**src/rtl/fetch_pkg.sv**
```systemverilog
// Shared definitions for the instruction fetch stage: FSM state encoding
// and the sequential PC increment.
package fetch_pkg;

  typedef enum logic [1:0] {
    BOOT  = 2'd0,
    FETCH = 2'd1,
    ISSUE = 2'd2,
    ERROR = 2'd3
  } fetch_state_t;

  localparam logic [31:0] PC_STEP = 32'd4;

endpackage

```
**src/rtl/pc_reg.sv**
```systemverilog
// Program counter register: reset load, sequential/branch next-PC selection
// with word alignment, and the architectural R15 read value (PC+8).
module pc_reg
  import fetch_pkg::*;
#(
  parameter logic [31:0] RESET_PC = 32'h0000_0000
) (
  input  logic        clk,
  input  logic        reset,
  input  logic        i_load,
  input  logic        i_pc_src,
  input  logic [31:0] i_result,
  output logic [31:0] o_pc,
  output logic [31:0] o_pc_plus8
);

  logic [31:0] r_pc;
  logic [31:0] w_pc_next;

  // Branch targets are forced onto a word boundary; arithmetic wraps mod 2^32.
  assign w_pc_next = i_pc_src ? (i_result & ~32'h0000_0003) : (r_pc + PC_STEP);

  always_ff @(posedge clk) begin
    if (!reset) begin
      r_pc <= RESET_PC;
    end else if (i_load) begin
      r_pc <= w_pc_next;
    end
  end

  assign o_pc       = r_pc;
  assign o_pc_plus8 = r_pc + (PC_STEP << 1);

endmodule

```
**src/rtl/instr_fetch_unit.sv**
```systemverilog
// Fetch stage: owns the PC, fetches over a req/valid handshake, holds the
// instruction until retired, and traps to ERROR if memory never answers.
module instr_fetch_unit
  import fetch_pkg::*;
#(
  parameter logic [31:0] RESET_PC = 32'h0000_0000,
  parameter int          TIMEOUT  = 255
) (
  input  logic        clk,
  input  logic        reset,
  input  logic        PCSrc,
  input  logic [31:0] Result,
  input  logic        Advance,
  output logic        ImemReq,
  output logic [31:0] ImemAddr,
  input  logic [31:0] ImemRdata,
  input  logic        ImemValid,
  output logic [31:0] Instr,
  output logic        InstrValid,
  output logic [31:0] PC,
  output logic [31:0] PCPlus8,
  output logic        FetchErr
);

  localparam logic [15:0] TIMEOUT_CNT = 16'(TIMEOUT);

  fetch_state_t r_state;
  fetch_state_t w_state_next;
  logic [15:0]  r_wdog;
  logic [15:0]  w_wdog_next;
  logic [31:0]  r_instr;
  logic         w_capture;
  logic         w_pc_load;

  always_ff @(posedge clk) begin
    if (!reset) begin
      r_state <= BOOT;
      r_wdog  <= 16'd0;
      r_instr <= 32'd0;
    end else begin
      r_state <= w_state_next;
      r_wdog  <= w_wdog_next;
      if (w_capture) begin
        r_instr <= ImemRdata;
      end
    end
  end

  always_comb begin
    w_state_next = r_state;
    w_wdog_next  = r_wdog;
    w_capture    = 1'b0;
    w_pc_load    = 1'b0;
    case (r_state)
      BOOT: begin
        w_state_next = FETCH;
      end
      FETCH: begin
        // A response in the same cycle the count expires still wins.
        if (ImemValid) begin
          w_capture    = 1'b1;
          w_wdog_next  = 16'd0;
          w_state_next = ISSUE;
        end else if (r_wdog == TIMEOUT_CNT) begin
          w_state_next = ERROR;
        end else begin
          w_wdog_next = r_wdog + 16'd1;
        end
      end
      ISSUE: begin
        if (Advance) begin
          w_pc_load    = 1'b1;
          w_state_next = FETCH;
        end
      end
      ERROR: begin
        w_state_next = ERROR;
      end
      default: begin
        w_state_next = BOOT;
      end
    endcase
  end

  pc_reg #(
    .RESET_PC (RESET_PC)
  ) u_pc_reg (
    .clk        (clk),
    .reset      (reset),
    .i_load     (w_pc_load),
    .i_pc_src   (PCSrc),
    .i_result   (Result),
    .o_pc       (PC),
    .o_pc_plus8 (PCPlus8)
  );

  assign ImemReq    = (r_state == FETCH);
  assign InstrValid = (r_state == ISSUE);
  assign FetchErr   = (r_state == ERROR);
  assign ImemAddr   = PC;
  assign Instr      = r_instr;

endmodule

```
**config.mk**
```make
export PLATFORM = sky130hd
export DESIGN_NAME = instr_fetch_unit
export DESIGN_NICKNAME = d
export VERILOG_FILES = /design/src/rtl/fetch_pkg.sv /design/src/rtl/pc_reg.sv /design/src/rtl/instr_fetch_unit.sv
export SDC_FILE = /design/constraint.sdc
export NUM_CORES = 1
export LEC_CHECK = 0
export CORE_MARGIN = 4
export CORE_UTILIZATION = 40
export DETAILED_ROUTE_END_ITERATION = 8
export PLACE_DENSITY = 0.72
export SLEW_MARGIN = 15
export SYNTH_ARGS = -nofsm -noshare
export SYNTH_HDL_FRONTEND = slang
export SYNTH_SLANG_ARGS = --single-unit
```
**constraint.sdc**
```tcl
create_clock -name clk -period 2.6 [get_ports clk]
set_input_delay 0.52 -clock clk [delete_from_list [all_inputs] [get_ports clk]]
set_output_delay 0.52 -clock clk [all_outputs]
set_load 0.1 [all_outputs]
```
# Word level (Yosys, flattened, before mapping)

Index checks and enable logic that the tools add are counted.

Flip-flop bits (word level): 82
Input bits: 69
Output and inout port bits: 131
Word-level logic and storage cells: 28

$add $sub $neg: 3
Eq/ne operators: 7
Mux-type cells: 11
Reduce and logical (&&, ||, !) cells: 3

Operator list:

| cell                    | count |
|---|---|
| $add A32 B3 Y32 const B | 1 |
| $add A32 B4 Y32 const B | 1 |
| $mux W16                | 2 |
| $mux W32                | 1 |
| $add A16 B1 Y16 const B | 1 |
| $eq A16 B8 Y1 const B   | 1 |
| $pmux W2 S4             | 1 |
| $mux W2                 | 3 |
| $eq A2 B2 Y1 const B    | 2 |
| $mux W1                 | 4 |
| $ne A2 B2 Y1 const B    | 2 |
| $reduce_and A2 Y1       | 2 |
| $ne A3 B1 Y1 const B    | 1 |
| $eq A2 B1 Y1 const B    | 1 |
| $logic_not A2 Y1        | 1 |

# Depth between registers and ports, before layout

Gate-level depths: netlist of run 1.

Word-level depth: 4
Depth in mapped cells: 8

# By module

A second synthesis of run 1 with hierarchy kept.

Cell total of the unflattened synthesis: 646
Area, all modules: 4,884.7 µm²

By module, submodules not included:

| module           | times used | cells an instance | area an instance (µm²) | seq. area each (µm²) |
|---|---|---|---|---|
| pc_reg           | 1          | 341               | 2,494.9                | 600.6 |
| instr_fetch_unit | 1          | 305               | 2,389.8                | 1,001.0 |

# Worst setup path before layout of run 1

Ideal clock, no wire load.

Path kind: register to output
Start point: register u_pc_reg.r_pc[13] (netlist: u_pc_reg.o_pc[13])
End point: output port PCPlus8[22]
Arrival time: 3.763 ns
Required time: 2.080 ns
Setup slack: -1.683 ns
Stages on the path, launching flop included: 6
Path buffers: 1
Cells stage by stage: dfxtp_1 buf_2 nand4_1 nor3_1 nand2_1 xnor2_1

Longest elaborated chain between the ends: 1

RTL lines:

| item                     | RTL line               | text |
|---|---|---|
| start: declaration       | pc_reg.sv:17           | `logic [31:0] r_pc;` |
| start signal: assignment | pc_reg.sv:27           | `r_pc <= w_pc_next;` |
| $add A32 B4 Y32          | pc_reg.sv:32           | `assign o_pc_plus8 = r_pc + (PC_STEP << 1);` |
| end: declaration         | instr_fetch_unit.sv:21 | `output logic [31:0] PCPlus8,` |

Every way passes these cells.

# Worst setup path in the final report of run 1

Start point: register u_pc_reg.r_pc[29] (netlist: u_pc_reg.o_pc[29])
End point: output port PCPlus8[30]

The elaborated chain is that of the path after synthesis.

==> flow_summary_export.csv, run 1 <==
group,metric,value,unit
placement,gp_congestion,0.830,
sta,tightest_slew,625,ps
synth,synth_compound_area_frac,0.178,
synth,synth_area,4980,um2
clock_tree,cts_tree,"yes",
route,drc,0,
sta,period_share,1.00,
floorplan,io_pins,200,
global_routing,grt_antenna_before_repair,0,
global_routing,overflow,0,
floorplan,start_util,0.411,
pwr,swShare,0.365,
clock_tree,insertion_delay,350,ps
synth,synth_seq_cells,80,
placement,dp_cells,972,
sta,setup_viol,1,
global_routing,busiest_layer,"met2",
critical_path,path_max_fanout,4,
sta,max-slew-margin-rel,0.583,
pwr,switching_power,1.25,mW
critical_path,path_cells,"clkinvlp_4 -> or3_4 -> nor4_4 -> xor2_4 -> buf_12",
critical_path,cp-end-kind,"primary output",
critical_path,required,2080,ps
synth,synth_top_family_by_area,"simple AND/OR/NAND/NOR gates",
cells_and_area,nNetsFinal,932,
floorplan,fp.dieH,120,um
pwr,intPower,2.17,mW
cells_and_area,postLayoutCellArea,8090,um2
synth,synth_cell_type_count,68,
clock_tree,cts_buffers,9,
cells_and_area,n_antenna_cell,0,
floorplan,fp.dieW,120,um
cells_and_area,multi_input_area,3400,um2
status,status,"finished, violations left",
clock_tree,htree_levels,3,
sta,hold_slack,455,ps
clock_tree,clk_pin_slew,70,ps
synth,yosys_warnings,0,
clock_tree,hold_buffers,0,
route,vias,5693,
cells_and_area,fillerInstances,1014,
min_path,hold_path_class,"reg2reg",
sta,fin_ws,-3.63,ps
critical_path,crit_type,"reg2out",
pwr,power_per_cell_area,423,nW/um2
global_routing,grt.total_usage,0.228,
critical_path,crit_arrival,2080,ps
pwr,ir_drop,425,uV
sta,timing.fmax,0.384,GHz
synth,ys_seq_area_frac,0.321,
global_routing,met1_usage,0.253,
sta,finClkSkew,6.92,ps
synth,ys.flop_type,"dfxtp_1",
critical_path,critical_path.slowest_cell,"or3_4",
clock_tree,cts.sinks,80,
placement,hpwlAfterDp,12300,um
cells_and_area,post-route-util,0.668,
synth,synthMuxAreaShare,0.0143,
placement,io_buffers,191,
cells_and_area,final_cells,1032,
synth,syn_inst,676,
route,first_pass_iters,5,
floorplan,dieArea,14300,um2
critical_path,crit_buf_inv,2,
cells_and_area,layout-drive-gt1-share,0.354,
global_routing,grt_first_pass_wirelength,26800,um
cells_and_area,register_area,1700,um2
synth,synth_adder_area_share,0.0100,
synth,syn_avg_cell_area,7.37,um2
cells_and_area,syn2layout_area_growth,62.4,%
global_routing,grt_pass1_vias,5555,
clock_tree,root_buffer,"clkbuf_16",
sta,min_period,2600,ps
critical_path,crit_path_start_kind,"flop",
status,failed_checks,"negative setup slack",
critical_path,crit_family,"simple AND/OR/NAND/NOR gates",
critical_path,max_stage_delay,430,ps
route,wl_per_cell,16.6,um
global_routing,grt_use_met2,0.406,
sta,fin_setup_tns,-3.63,ps
sta,rsz0062_at_grt,"yes",
route,wl,17200,um
pwr,pwr-share-seq,0.374,
run,cap_violations,0,
synth,synth_simple_gate_area_share,0.311,
global_routing,grt_max_degree,40,
pwr,pwr-share-comb,0.262,
sta,hold_viol,0,
synth,ys_async_sr_fraction,0,
synth,synth_edf_count,0,
floorplan,coreArea,12100,um2
pwr,p_leak,3.32,nW
clock_tree,clock_path_buffers,2,
pwr,power.share.clock,0.364,
route,ant_nets,0,
global_routing,grt_use_met3,0.0641,
placement,placed_area,7410,um2
floorplan,num_rows,40,
route,drt-vias-per-instance,5.52,
synth,synth_xor_area_frac,0.0510,
route,drtIter0Drc,496,
sta,drv_slew,0,
final cells by class:
| type | instances | share of cell area |
|---|---|---|
| Inverter | 15 | 0.00742 |
| Tap cell | 168 | 0.0260 |
| Multi-Input combinational cell | 496 | 0.420 |
| Sequential cell | 80 | 0.210 |
| Timing Repair Buffer | 257 | 0.301 |
| Clock inverter | 7 | 0.00742 |
| Clock buffer | 9 | 0.0278 |
power by group through the flow:
stage / Combinational, mW / Clock, mW / Sequential, mW
5_1_grt: 0.933 / 1.32 / 1.29
3_3_place_gp: 0.866 / 0 / 1.31
3_5_place_dp: 0.874 / 0 / 1.32
4_1_cts: 0.887 / 1.27 / 1.28
6_report: 0.897 / 1.25 / 1.28
2_1_floorplan: 0.408 / 0 / 1.54
logic make-up (layout without fill, tap and decap cells):
| family | after synthesis | in the layout |
|---|---|---|
| fa+ha+maj | 4 | 4 |
| mux | 7 | 7 |
| buf+inv | 105 | 288 |
| other cells | 1 | 6 |
| xor+xnor | 29 | 29 |
| simple gates | 304 | 304 |
| flops | 80 | 80 |
| compound gates | 146 | 146 |
worst paths after layout:
kind	from	slack (ps)	endpoint	cells past startpoint
worst max register to register	u_pc_reg.o_pc[4]	430	u_pc_reg.o_pc[27]	6
worst min-delay path	Instr[22]	450	Instr[22]	2
worst max-delay path	u_pc_reg.o_pc[29]	-4	PCPlus8[30]	5
worst min register to register	Instr[22]	450	Instr[22]	2
synthesized netlist by cell type (all sizes together), types with 2 or more instances:
master | instances | area share
o211ai | 2 | 0.0030
a211oi | 2 | 0.0030
a311oi | 2 | 0.0035
and2 | 2 | 0.0025
and4 | 5 | 0.0090
nand2 | 119 | 0.090
or4 | 4 | 0.0068
buf | 56 | 0.076
nand2b | 3 | 0.0038
a21oi | 60 | 0.060
a22oi | 4 | 0.0060
and3 | 9 | 0.011
o22ai | 4 | 0.0050
a32oi | 3 | 0.0053
o41ai | 2 | 0.0035
nor4 | 12 | 0.022
nor4b | 2 | 0.0048
o21ai | 30 | 0.030
a2bb2oi | 3 | 0.0053
nor2 | 41 | 0.031
or3 | 5 | 0.0063
nand3 | 37 | 0.040
nor3 | 24 | 0.025
nand4 | 21 | 0.029
nand4b | 3 | 0.0053
xor2 | 8 | 0.014
inv | 15 | 0.011
nand3b | 4 | 0.0060
a21o | 9 | 0.014
ha | 4 | 0.010
o21a | 4 | 0.0060
nor2b | 8 | 0.010
a31oi | 7 | 0.0088
dfxtp | 80 | 0.32
xnor2 | 21 | 0.037
o31ai | 5 | 0.0075
mux2i | 6 | 0.012
clkbuf | 34 | 0.026
a22o | 3 | 0.0055
metal layers:
metal | wire length (um) | part of all wire
met5 | 0 | 0
met1 | 6470 | 0.38
met4 | 455 | 0.026
met2 | 8780 | 0.51
met3 | 1470 | 0.086
worst min-delay path: cells and delay by family, from the launching register on:
family	cells	cell delay (ps)
and+or+nand+nor	1	50
DFF	1	310
AOI/OAI and AO/OA	1	50
layout by cell type (no fill, tap or decap), types with 5 or more instances in the layout:
master,count
nand2_1,118
nand3_1,31
a21oi_1,60
mux2i_1,6
xnor2_2,8
xor2_4,5
nand4_1,19
inv_1,13
dfxtp_1,52
buf_12,27
nor3_1,17
clkbuf_16,9
buf_4,162
conb_1,6
nor4_1,8
clkdlybuf4s50_1,65
dfxtp_4,25
a31oi_1,7
nor2b_1,7
and3_1,7
o31ai_1,5
a21o_1,8
nor2_1,35
o21ai_0,30
xnor2_4,12
sequential cells by signal, indices dropped and copies added (netlist names):
name / cells
u_pc_reg.o_pc: 30
r_state: 2
r_wdog: 16
Instr: 32
stage by stage:
stage / setup slack, ps / total power [mW]
after floorplan: -236 / 1.95
after global placement: 189 / 2.18
after detailed placement: 190 / 2.19
after CTS: -4.71 / 3.44
after global routing: -73.1 / 3.54
final: -3.63 / 3.42
what timing repair did:
action                                  in CTS  in global routing
endpoints found under the setup margin       8                 10
resized for setup                            7                  8
buffers inserted                            24                 20
pin swaps                                   10                  6
Note: power is estimated with default switching activity, not from simulation.
==> run 2: changes to the inputs <==
Settings changed: CORE_MARGIN 4 to default.
==> run 2 against run 1 <==
Compared with the run above:
- the run now ends clean
- clock power is 15% higher
- sequential cell count stayed put
- first-iteration DRC count shrank 37%
- via count is 0.42% lower
- sequential share of layout area fell by 0.13 points
- critical path depth increased by 1
- die area is 9.8% lower
- critical path type unchanged
- largest power group is now clock
- hold slack gained 1.6 ps
- core utilization rose by 0.60 points
- maximum frequency grew 0.79%
- final cell count increased by 0.29%
==> flow_summary_export.csv, run 2 (synthesized netlist as in run 1, its figures left out) <==
group,metric,value,unit
status,status,"complete, no violations",
min_path,hold_end,"Instr[29]",
sta,finClkSkew,6.07,ps
pwr,p_leak,3.34,nW
critical_path,rr_worst_depth,6,
critical_path,crit_buf_inv,1,
cells_and_area,syn2layout_area_growth,63.2,%
sta,rsz0062_at_grt,"yes",
sta,min_period,2580,ps
sta,period_share,0.994,
min_path,hold_path.startpoint,"Instr[29]",
critical_path,crit_family,"simple AND/OR/NAND/NOR gates",
critical_path,cp-end-kind,"primary output",
route,first_pass_iters,5,
clock_tree,insertion_delay,350,ps
cells_and_area,multi_input_area,3390,um2
sta,setup_viol,0,
critical_path,crit_path_start_kind,"flop",
clock_tree,clk_pin_slew,60,ps
critical_path,r2r_start,"r_wdog[1]",
global_routing,grt_pass1_vias,5211,
floorplan,dieArea,12900,um2
cells_and_area,final_common_cell,"buf_4",
run,cap_violations,0,
floorplan,fp.dieH,114,um
cells_and_area,n_antenna_cell,0,
critical_path,crit_arrival,2060,ps
global_routing,grt.total_usage,0.252,
pwr,total_power,3.62,mW
sta,drv_slew,0,
sta,fin_ws,16.7,ps
global_routing,grt_max_degree,38,
sta,tightest_slew,831,ps
clock_tree,root_buffer,"clkbuf_16",
floorplan,start_util,0.413,
critical_path,max_stage_delay,480,ps
cells_and_area,fillerInstances,973,
pwr,ir_drop,353,uV
global_routing,overflow,0,
clock_tree,cts.sinks,80,
sta,max-slew-margin-rel,0.441,
placement,gp_congestion,0.889,
route,ant_nets,0,
floorplan,num_rows,40,
route,wl,16600,um
min_path,whs_path_depth,2,
floorplan,io_pins,200,
global_routing,grt_use_met2,0.438,
sta,timing.fmax,0.387,GHz
critical_path,path_cells,"nand4_4 -> nor2_4 -> nand3_2 -> nor4_4 -> xor2_4 -> buf_12",
critical_path,required,2080,ps
cells_and_area,nNetsFinal,935,
critical_path,regToRegSetupSlack,370,ps
route,drtIter0Drc,312,
route,wl_per_cell,16.0,um
global_routing,grt_antenna_before_repair,2,
placement,io_buffers,191,
route,vias,5669,
placement,hpwlAfterDp,11600,um
clock_tree,clock_path_buffers,2,
cells_and_area,largest_reg_flops,32,
cells_and_area,layout_common_cells,"167 x buf_4, 117 x nand2_1, 65 x clkdlybuf4s50_1",
clock_tree,cts_tree,"yes",
critical_path,r2r-end,"r_wdog[12]",
placement,post-place-ws,219,ps
floorplan,fp.dieW,114,um
min_path,hold_path_class,"reg2reg",
global_routing,grt_first_pass_wirelength,25800,um
global_routing,met1_usage,0.292,
pwr,power_per_cell_area,445,nW/um2
route,drt-vias-per-instance,5.48,
critical_path,path_max_fanout,6,
global_routing,grt_use_met3,0.0696,
global_routing,busiest_layer,"met2",
cells_and_area,register_area,1700,um2
clock_tree,htree_levels,3,
critical_path,crit_type,"reg2out",
clock_tree,cts_buffers,9,
sta,hold_viol,0,
critical_path,critical_path.slowest_cell,"nor4_4",
cells_and_area,layout-drive-gt1-share,0.356,
floorplan,coreArea,12100,um2
route,drc,0,
## run 2: stage by stage
| stage | hold WS [ps] | util | setup TNS (ps) | instance area (um2) | std cells |
|---|---|---|---|---|---|
| 2_1_floorplan | 443 | - | -793 | 5710 | 681 |
| 3_3_place_gp | 443 | 0.615 | 0 | 7420 | 975 |
| 3_5_place_dp | 448 | 0.615 | 0 | 7420 | 975 |
| 4_1_cts | 457 | 0.661 | 0 | 7970 | 1015 |
| 5_1_grt | 472 | 0.674 | -49.1 | 8130 | 1035 |
| 6_report | 456 | 0.674 | 0 | 8130 | 1035 |
## run 2: worst max path at each step
stage / startpoint / endpoint / slack, ps / cells after the start
finish: u_pc_reg.o_pc[8] / PCPlus8[30] / 20 / 6
global route: u_pc_reg.o_pc[29] / PCPlus8[30] / -40 / 5
CTS: u_pc_reg.o_pc[18] / PCPlus8[26] / 3 / 7
detailed placement: u_pc_reg.o_pc[17] / PCPlus8[29] / 220 / 5
global placement: u_pc_reg.o_pc[17] / PCPlus8[29] / 250 / 5
floorplan: u_pc_reg.o_pc[5] / PCPlus8[10] / -240 / 5
## run 2: worst register-to-register path: stages, from the launching register on
cell     delay (ps)
dfxtp_1         400
ha_1            250
nand3_1         180
nor4_4          650
nor2_2          260
a21o_1          220
a22o_1          170
## run 2: repair_timing
action / CTS / global route
gates resized for setup: 7 / 5
hold buffers: 0 / 0
pin swaps: 7 / 8
setup endpoints to repair: 6 / 12
buffers inserted: 24 / 20
## run 2: routing by layer
layer / vias up / share of wire / routed length [um]
met4: 2 / 0.029 / 484
met2: 261 / 0.50 / 8280
met3: 46 / 0.082 / 1360
met1: 2658 / 0.39 / 6420
li1: 2702 / - / -
met5: - / 0.00078 / 13
## run 2: final cells by class
cell class                 count  area share
clock buffer                  12      0.0355
clock inverter                 4     0.00662
sequential                    80       0.209
multi-input combinational    496       0.417
inverter                      15     0.00739
tap                          168      0.0259
timing repair buffer         260       0.299
## run 2: where the power goes
| group | internal, mW | total (mW) | switching (mW) |
|---|---|---|---|
| registers | 1.24 | 1.28 | 0.0372 |
| logic | 0.265 | 0.896 | 0.631 |
| clock network | 0.893 | 1.44 | 0.547 |
| total | 2.40 | 3.62 | 1.22 |
==> run 3: changes to the inputs <==
Settings changed: CORE_UTILIZATION 40 to 48, PLACE_DENSITY 0.72 to 0.85.
Clock period 2.6 ns to 3 ns, I/O delays scaled along.
==> run 3 against run 2 <==
Compared with the run above:
- sequential power fell by 13%
- count of clock-buffer cells in the layout is 3 lower
- highest routed layer is now met4
- non-clock buffer count down 54
- wire length fell by 7.0%
- register-to-register slack better by 300 ps
- global-route usage rose by 3.2 points
==> flow_summary_export.csv, run 3 (synthesized netlist as in run 1, its figures left out) <==
group,metric,value,unit
pwr,total_power,2.69,mW
cells_and_area,syn2layout_area_growth,45.9,%
clock_tree,insertion_delay,350,ps
sta,max-slew-margin-rel,0.464,
cells_and_area,largest_reg_flops,32,
placement,hpwlAfterDp,11400,um
floorplan,fp.dieW,104,um
critical_path,crit_path_start_kind,"flop",
run,cap_violations,0,
status,status,"complete, no violations",
critical_path,r2r-end,"r_wdog[11]",
pwr,power.share.clock,0.307,
critical_path,required,2400,ps
sta,rsz0062_at_grt,"no",
cells_and_area,n_antenna_cell,0,
sta,tightest_slew,796,ps
global_routing,grt_max_degree,40,
cells_and_area,layout_common_cells,"121 x buf_4, 118 x nand2_1, 65 x clkdlybuf4s50_1",
clock_tree,post_cts_buffers,0,
critical_path,crit_arrival,2290,ps
sta,setup_viol,0,
min_path,hold_path_class,"reg2reg",
global_routing,grt_antenna_before_repair,0,
clock_tree,cts_tree,"yes",
route,ant_nets,0,
floorplan,dieArea,10800,um2
critical_path,regToRegSetupSlack,670,ps
sta,min_period,2890,ps
sta,timing.fmax,0.346,GHz
pwr,switching_power,1.01,mW
critical_path,crit_type,"reg2out",
route,drtIter0Drc,285,
critical_path,r2r_start,"r_wdog[0]",
pwr,swShare,0.374,
pwr,pwr-share-seq,0.417,
floorplan,io_pins,200,
critical_path,critPathLaunch,"u_pc_reg.o_pc[25]",
clock_tree,cts_buffers,9,
placement,placed_area,7050,um2
pwr,ir_drop,353,uV
clock_tree,clk_pin_slew,90,ps
cells_and_area,nNetsFinal,881,
route,first_pass_iters,5,
floorplan,start_util,0.503,
cells_and_area,final_common_cell,"buf_4",
floorplan,coreArea,9910,um2
clock_tree,root_buffer,"clkbuf_8",
route,drt-vias-per-instance,5.73,
route,wl,15400,um
sta,hold_slack,459,ps
pwr,pwr-share-comb,0.275,
placement,io_buffers,191,
pwr,p_leak,2.91,nW
floorplan,fp.dieH,104,um
cells_and_area,post-route-util,0.734,
route,vias,5425,
cells_and_area,layout-drive-gt1-share,0.293,
pwr,power_per_cell_area,370,nW/um2
critical_path,rr_worst_depth,7,
sta,fin_setup_tns,0,ps
global_routing,grt_first_pass_wirelength,25200,um
sta,period_share,0.964,
clock_tree,cts.sinks,80,
min_path,whs_path_depth,2,
placement,gp_congestion,0.895,
pwr,intPower,1.68,mW
sta,hold_viol,0,
route,wl_per_cell,16.3,um
sta,drv_slew,0,
floorplan,num_rows,36,
clock_tree,htree_levels,3,
critical_path,path_max_fanout,9,
sta,finClkSkew,13.0,ps
critical_path,crit_path_end,"PCPlus8[30]",
critical_path,cp-end-kind,"primary output",
global_routing,grt.total_usage,0.284,
global_routing,overflow,0,
route,drc,0,
clock_tree,hold_buffers,0,
global_routing,grt_pass1_vias,5180,
clock_tree,clock_path_buffers,2,
cells_and_area,postLayoutCellArea,7270,um2
## run 3: cell count changes in the layout (fill, tap and decap cells not counted), moves of 6 or more
cell       delta
buf_12        -7
buf_4        -46
clkbuf_16    -11
clkbuf_8      +8
dfxtp_2       +6
dfxtp_4       -7
## run 3: metal layers
layer / GRT usage / up-vias / wire, um
met5: 0 / - / 0
met4: 0.107 / 0 / 398
met3: 0.0576 / 31 / 1380
met2: 0.502 / 267 / 7700
met1: 0.337 / 2534 / 5930
li1: - / 2593 / -
## run 3: how the worst min path moves through the flow
stage                    start         end
finish               Instr[22]   Instr[22]
detailed placement    Instr[4]    Instr[4]
floorplan           r_wdog[14]  r_wdog[14]
global placement     Instr[15]   Instr[15]
global route         Instr[24]   Instr[24]
CTS                   Instr[4]    Instr[4]
## run 3: cell type report
| type | count | area (um2) |
|---|---|---|
| Fill cell | 777 | 2640 |
| Clock buffer | 9 | 124 |
| Sequential cell | 80 | 1680 |
| Tap cell | 133 | 166 |
| Timing Repair Buffer | 206 | 1940 |
| Multi-Input combinational cell | 496 | 3220 |
| Clock inverter | 7 | 78.8 |
| Inverter | 15 | 56.3 |
## run 3: power groups by stage
| stage | clock (mW) | sequential, mW | combinational, mW |
|---|---|---|---|
| after floorplan | 0 | 1.34 | 0.347 |
| final | 0.827 | 1.12 | 0.741 |
| after global placement | 0 | 1.14 | 0.731 |
| after detailed placement | 0 | 1.15 | 0.740 |
| after CTS | 0.836 | 1.12 | 0.741 |
| after global routing | 0.880 | 1.13 | 0.772 |
## run 3: timing repair
action                     CTS  global route
pin swaps                    0             1
gates resized for setup      2             4
setup endpoints to repair    3             4
## run 3: critical path: stages (launching register included)
cell and delay [ps]:
dfxtp_2 470, and3_1 290, nand4_1 290, nor4_4 480, xor2_4 200, buf_12 190
## run 3: per-stage QoR
step           setup slack (ps)  instances
2_1_floorplan             -70.4        681
3_3_place_gp                367        930
3_5_place_dp                343        930
4_1_cts                   -40.9        946
5_1_grt                    2.76        946
6_report                    108        946
